### config.mk
export PLATFORM = sky130hd
export DESIGN_NAME = instr_trace_encoder
export DESIGN_NICKNAME = d
export VERILOG_FILES = /design/src/rtl/instr_trace_encoder.sv
export SDC_FILE = /design/constraint.sdc
export NUM_CORES = 1
export LEC_CHECK = 0
export BUFFER_PORTS_ARGS = -buffer_cell sky130_fd_sc_hd__buf_2
export CAP_MARGIN = 10
export CORE_ASPECT_RATIO = 2
export CORE_UTILIZATION = 64
export CTS_CLUSTER_SIZE = 10
export DETAILED_ROUTE_END_ITERATION = 16
export MAX_ROUTING_LAYER = met4
export PLACE_DENSITY = 0.82
export SLEW_MARGIN = 20
export SYNTH_ARGS = -nofsm -noshare
export SYNTH_HDL_FRONTEND = slang
export SYNTH_SLANG_ARGS = --single-unit
### constraint.sdc
create_clock -name clk -period 12.4 [get_ports clk]
set_input_delay 1.24 -clock clk [delete_from_list [all_inputs] [get_ports clk]]
set_output_delay 1.24 -clock clk [all_outputs]
set_load 0.005 [all_outputs]
### src/rtl/instr_trace_encoder.sv
// instr_trace_encoder
// Recovers the 6-bit opcode from the execute-stage control bundle and
// queues {pc, opcode, illegal} trace records in a small FIFO drained over
// a valid/ready handshake. The pipeline is never stalled. When the FIFO is
// full and nothing is leaving, the record is dropped and counted instead.
//
// Build option: define TRACE_SKIP_NOP_EN to keep NOP bundles out of the
// trace entirely. NOPs are then not retired and can never cause a drop.
// Without the macro, NOPs are recorded like any other instruction.

module instr_trace_encoder #(
    parameter int PC_W  = 32,
    parameter int DEPTH = 8,
    parameter int CNT_W = 16
) (
    input  logic             clk,
    input  logic             rst,
    input  logic             in_valid,
    input  logic [PC_W-1:0]  in_pc,
    input  logic [3:0]       Exe_Cmd,
    input  logic             mem_read,
    input  logic             mem_write,
    input  logic             WB_Enable,
    input  logic             is_immediate,
    input  logic [1:0]       Branch_Type,
    output logic             out_valid,
    input  logic             out_ready,
    output logic [PC_W-1:0]  out_pc,
    output logic [5:0]       out_opcode,
    output logic             out_illegal,
    output logic             overflow,
    output logic [CNT_W-1:0] drop_cnt,
    output logic [CNT_W-1:0] retired_cnt
);

    localparam int AW = $clog2(DEPTH);
    localparam int PW = AW + 1;

    // {illegal, opcode}. An unmatched bundle reads back as opcode 3F with illegal set.
    logic [6:0] enc_code;
    logic       is_nop;
    logic       record_en;

    logic [PC_W-1:0] mem_pc  [DEPTH];
    logic [5:0]      mem_op  [DEPTH];
    logic            mem_ill [DEPTH];

    logic [PW-1:0] wr_ptr;
    logic [PW-1:0] rd_ptr;
    logic [AW-1:0] wr_idx;
    logic [AW-1:0] rd_idx;
    logic          full;
    logic          empty;
    logic          pop;
    logic          push;
    logic          drop;

    // Combinational decode of the control bundle back into its opcode.
    always_comb begin
        enc_code = {1'b1, 6'h3F};
        if (Branch_Type != 2'b00) begin
            // Branches carry no memory access or writeback, and their ALU command is don't-care.
            if (!mem_read && !mem_write && !WB_Enable) begin
                case (Branch_Type)
                    2'b01:   enc_code = {1'b0, 6'd40};
                    2'b10:   enc_code = {1'b0, 6'd41};
                    default: enc_code = {1'b0, 6'd42};
                endcase
            end
        end else if (!mem_read && !mem_write && !WB_Enable) begin
            enc_code = 7'd0;
        end else if (WB_Enable && !mem_read && !mem_write && !is_immediate) begin
            case (Exe_Cmd)
                4'b0000: enc_code = {1'b0, 6'd1};
                4'b0010: enc_code = {1'b0, 6'd3};
                4'b0100: enc_code = {1'b0, 6'd5};
                4'b0101: enc_code = {1'b0, 6'd6};
                4'b0110: enc_code = {1'b0, 6'd7};
                4'b0111: enc_code = {1'b0, 6'd8};
                // SLA and SLL produce identical control words, so they cannot be told apart; report SLA.
                4'b1000: enc_code = {1'b0, 6'd9};
                4'b1001: enc_code = {1'b0, 6'd11};
                4'b1010: enc_code = {1'b0, 6'd12};
                default: enc_code = {1'b1, 6'h3F};
            endcase
        end else if (WB_Enable && !mem_write && is_immediate) begin
            if (!mem_read) begin
                case (Exe_Cmd)
                    4'b0000: enc_code = {1'b0, 6'd32};
                    4'b0010: enc_code = {1'b0, 6'd33};
                    default: enc_code = {1'b1, 6'h3F};
                endcase
            end else if (Exe_Cmd == 4'b0000) begin
                enc_code = {1'b0, 6'd36};
            end
        end else if (mem_write && !mem_read && !WB_Enable && is_immediate
                     && Exe_Cmd == 4'b0000) begin
            enc_code = {1'b0, 6'd37};
        end
    end

    assign is_nop = (enc_code == 7'd0);

`ifdef TRACE_SKIP_NOP_EN
    assign record_en = in_valid && !is_nop;
`else
    assign record_en = in_valid;
`endif

    assign wr_idx = wr_ptr[AW-1:0];
    assign rd_idx = rd_ptr[AW-1:0];
    assign empty  = (wr_ptr == rd_ptr);
    assign full   = (wr_ptr[AW] != rd_ptr[AW]) && (wr_idx == rd_idx);
    assign pop    = !empty && out_ready;
    // A pop in the same cycle frees the slot, so a full FIFO still accepts the push.
    assign push   = record_en && (!full || pop);
    assign drop   = record_en && full && !pop;

    // Record storage. Contents need no reset because the pointers decide what is valid.
    always_ff @(posedge clk) begin
        if (!rst && push) begin
            mem_pc[wr_idx]  <= in_pc;
            mem_op[wr_idx]  <= enc_code[5:0];
            mem_ill[wr_idx] <= enc_code[6];
        end
    end

    // Pointer update. Both pointers carry one extra wrap bit to tell full from empty.
    always_ff @(posedge clk) begin
        if (rst) begin
            wr_ptr <= '0;
            rd_ptr <= '0;
        end else begin
            if (push) wr_ptr <= wr_ptr + PW'(1);
            if (pop)  rd_ptr <= rd_ptr + PW'(1);
        end
    end

    // Retired count wraps. Drop count saturates. Overflow is sticky until reset.
    always_ff @(posedge clk) begin
        if (rst) begin
            retired_cnt <= '0;
            drop_cnt    <= '0;
            overflow    <= 1'b0;
        end else begin
            if (push) retired_cnt <= retired_cnt + CNT_W'(1);
            if (drop) begin
                overflow <= 1'b1;
                if (drop_cnt != {CNT_W{1'b1}}) drop_cnt <= drop_cnt + CNT_W'(1);
            end
        end
    end

    // Head entry drives the outputs directly. Zeros are forced while empty so reset values are clean.
    always_comb begin
        out_valid   = !empty;
        out_pc      = '0;
        out_opcode  = '0;
        out_illegal = 1'b0;
        if (!empty) begin
            out_pc      = mem_pc[rd_idx];
            out_opcode  = mem_op[rd_idx];
            out_illegal = mem_ill[rd_idx];
        end
    end

endmodule

==> results.md <==
* Result of the run: complete, no violations
* VDD IR-drop max at 0.125 mV
* Period minus WS final at 4.42 ns
* Gp weighted congestion at 0.893
* Initial cell density of the core at 65.2%
* Count of hold buffers inserted by post-cts repair at 0
* Crit start category: flop
* Remaining number of nets flagged by the antenna check after routing at 0
* Flop and latch count out of synthesis at 348
* Number of flops mapped to enable cells by yosys at 304
* Fraction of synthesized cell area taken by the top area cell type at 65.1%
* Maximum number of pins on one net before global-route repair at 77
* Library cells used by synthesis at 56
* Antenna violations before repair at 3
* Die Y-Extent at 211 um
* Synth warnings at 0
* Longest individual stage delay on the worst path at 0.83 ns
* Setup repair after global routing missed its margin: no
* Number of cells produced by synthesis at 790
* Largest cells by area after synthesis: edfxtp_1 65%, mux4_2 12%, dfxtp_1 6.3%, mux2i_1 2.9%, nor2_1 2.0%
* Residual DRC at 0
* Global-route congestion overflow total at 0
* Ratio of routed vias to standard cells at 6.42
* Kind of cell adding the most delay to the critical path: buffers and inverters
* PostCTS Resize Cnt at 0
* Row Count at 76
* Post-synthesis cell area at 0.0140 mm^2
* Maximum frequency from static timing analysis at 0.226 GHz
* PnR Total Power at 2.68 mW
* Crit-path slowest cell: buf_4
* Net count of the finished layout at 978
* Final setup TNS at 0 ns
* Number of levels the H-tree was split into at 2
* Average footprint of a synthesized cell at 17.7 um^2
* Total of max-cap violations at 0
* I/O pin count at 119
* Total setup violations reported at the end of the flow at 0
* Signed area change from the synthesized netlist to the final layout at 14.5%
* Area taken by flip-flops and latches at 0.0100 mm^2
* Die ar. at 0.0225 mm^2
* Buf+Inv Stages, Crit Path at 2
* Buffers from clock root to sink, at most at 3
* CTS Buf Count at 40
* Worst Hold Class: flop to flop
* Fraction of final layout cells with drive strength greater than 1 at 29.3%
* Core box area at 0.0215 mm^2
* Clk Tree Root Cell: clkbuf_16
* Critical Path Sink Type: output port
* Max-slew headroom at the worst pin at 25.3%
* Tot GR Track Use at 28.1%
* Count of TritonRoute iterations in the first routing pass at 5
* Average wire length per cell after detail routing at 24.4 um
* WP data arrival at 3.18 ns
* Final worst clock skew at 0.0108 ns
* Dominant cell type by area after synthesis: edfxtp_1
* Final critical-path share of the clock period at 35.7%
* Number of fill cells in the layout at 1220
* Chip Width at 107 um
* Max-slew violation count at 0
* Count of buffers inserted at the top-level ports at 118
* Top_reg_cell synth: edfxtp_1
* Synthesized Nets at 845
* Setup Fix Bufs, Post-CTS at 0
* WS Path Type: flop to output port
* Via count of the first global-routing pass at 8060
* Clock Pin Slew Worst Setup and Hold Paths at 0.06 ns
* Wire length of the first global-routing pass at 45200 um
* Static Leakage at 5.33 nW
* Slew at the pin closest to its max-slew limit at 1.12 ns
* Number of hold violations in the final report at 0
* Sequential element share of the synthesized area at 71.4%
* Critical-path cell list: buf_4, mux4_2, mux2i_1, nor2_1, buf_2
* Sum of net half-perimeters after detailed placement at 16400 um
* Required time reported for the critical path endpoint at 11.16 ns
* 1st-iter DRT viols at 774
* Vias post-DR at 7796
* # clock sinks at 348
* Routed wire length at 29600 um
* Maximum net fanout on the critical path at 49
* Clock tree from TritonCTS: built
* Asr flop ratio synth at 0%
* Insertion delay of the later-clocked pin in the worst-skew pair at 0.51 ns
* Power density relative to cell area at 167 mW/mm^2
* Multi-input gate area at 0.00384 mm^2
layout make-up:
| type | instances | area share [%] |
|---|---|---|
| multi-input combinational | 389 | 23.9 |
| tap | 273 | 2.13 |
| inverter | 12 | 0.281 |
| clock inverter | 1 | 0.0234 |
| antenna | 3 | 0.0468 |
| timing repair buffer | 132 | 4.41 |
| sequential | 348 | 62.4 |
| clock buffer | 56 | 6.75 |
worst register-to-register path, stage by stage (launching register included):
cell and delay, ns:
dfxtp_1 0.64, xor2_2 0.19, or3_1 0.51, o21ai_2 0.65, nor3_2 0.13, buf_4 0.38
cells by family after synthesis:
| logic type | synth area share (%) |
|---|---|
| buffers and inverters | 1.63 |
| and+or+nand+nor | 6.31 |
| adders and majority gates | 0.803 |
| xor gates and xnor gates | 1.87 |
| AOI/OAI and AO/OA | 2.84 |
| DFF | 71.4 |
| muxes | 15.1 |
state kept, by name, indices dropped and copies added, names as in the netlist, named ones only:
signal / count
mem_pc: 256
retired_cnt: 16
mem_op: 48
drop_cnt: 16
wr_ptr: 4
rd_ptr: 4
overflow: 1
worst paths after layout:
path	from	endpoint	slack, ns	cells past startpoint
max reg2reg	wr_ptr[0]	mem_pc[5][5]	9.54	5
min reg2reg	overflow	overflow	0.47	2
max	flop	out_pc[30]	7.98	5
min	overflow	overflow	0.47	2
cell usage after synthesis (4+ instances only):
master      n
a211oi_1    8
edfxtp_1  304
a21oi_1    22
or3_1       7
nor2b_1     6
xnor2_1    16
and3_1      4
mux4_2     76
nor3_1      6
o21ai_0     8
nand3_1    12
nand2_1    18
mux2i_1    40
dfxtp_1    44
ha_1        9
nor4_1      7
buf_2      15
nand4_1    12
and4_1      6
clkbuf_1   21
o22ai_1     4
xor2_1     12
nor2_1     75
inv_1      12
routing by layer:
metal / vias up / part of all wire (%) / GRT usage [%] / wire, um
met2: 325 / 56 / 49.8 / 16600
met4: 0 / 2.7 / 11.3 / 805
li1: 3409 / - / - / -
met5: - / 0 / - / 0
met1: 4004 / 36 / 31.9 / 10500
met3: 58 / 5.5 / 4.19 / 1640
metrics by stage:
stage                     hold WS, ns  util, %  instances  area (um^2)  setup slack [ns]
after floorplan                 0.460        -        790        14000              6.40
after global placement          0.446     69.4       1153        14900              8.37
after detailed placement        0.453     69.5       1154        14900              8.40
after CTS                       0.469     74.6       1211        16000              7.83
after global routing            0.494     74.7       1214        16000              7.70
final                           0.468     74.7       1214        16000              7.98
cell usage in the layout, fill, tap and decap left out, types with 16 or more instances in the layout:
cell       count
edfxtp_1     304
nand2_1       18
mux4_2        76
a21oi_1       22
buf_2        118
mux2i_1       40
dfxtp_1       41
nor2_1        75
clkbuf_16     41
xnor2_1       16
where the power goes:
| group | leakage, nW | internal [mW] | switching, mW |
|---|---|---|---|
| Sequential | 3.11 | 1.29 | 0.0337 |
| Combinational | 1.70 | 0.169 | 0.176 |
| Clock | 0.525 | 0.597 | 0.411 |
Power figures use the tool's default switching activity.
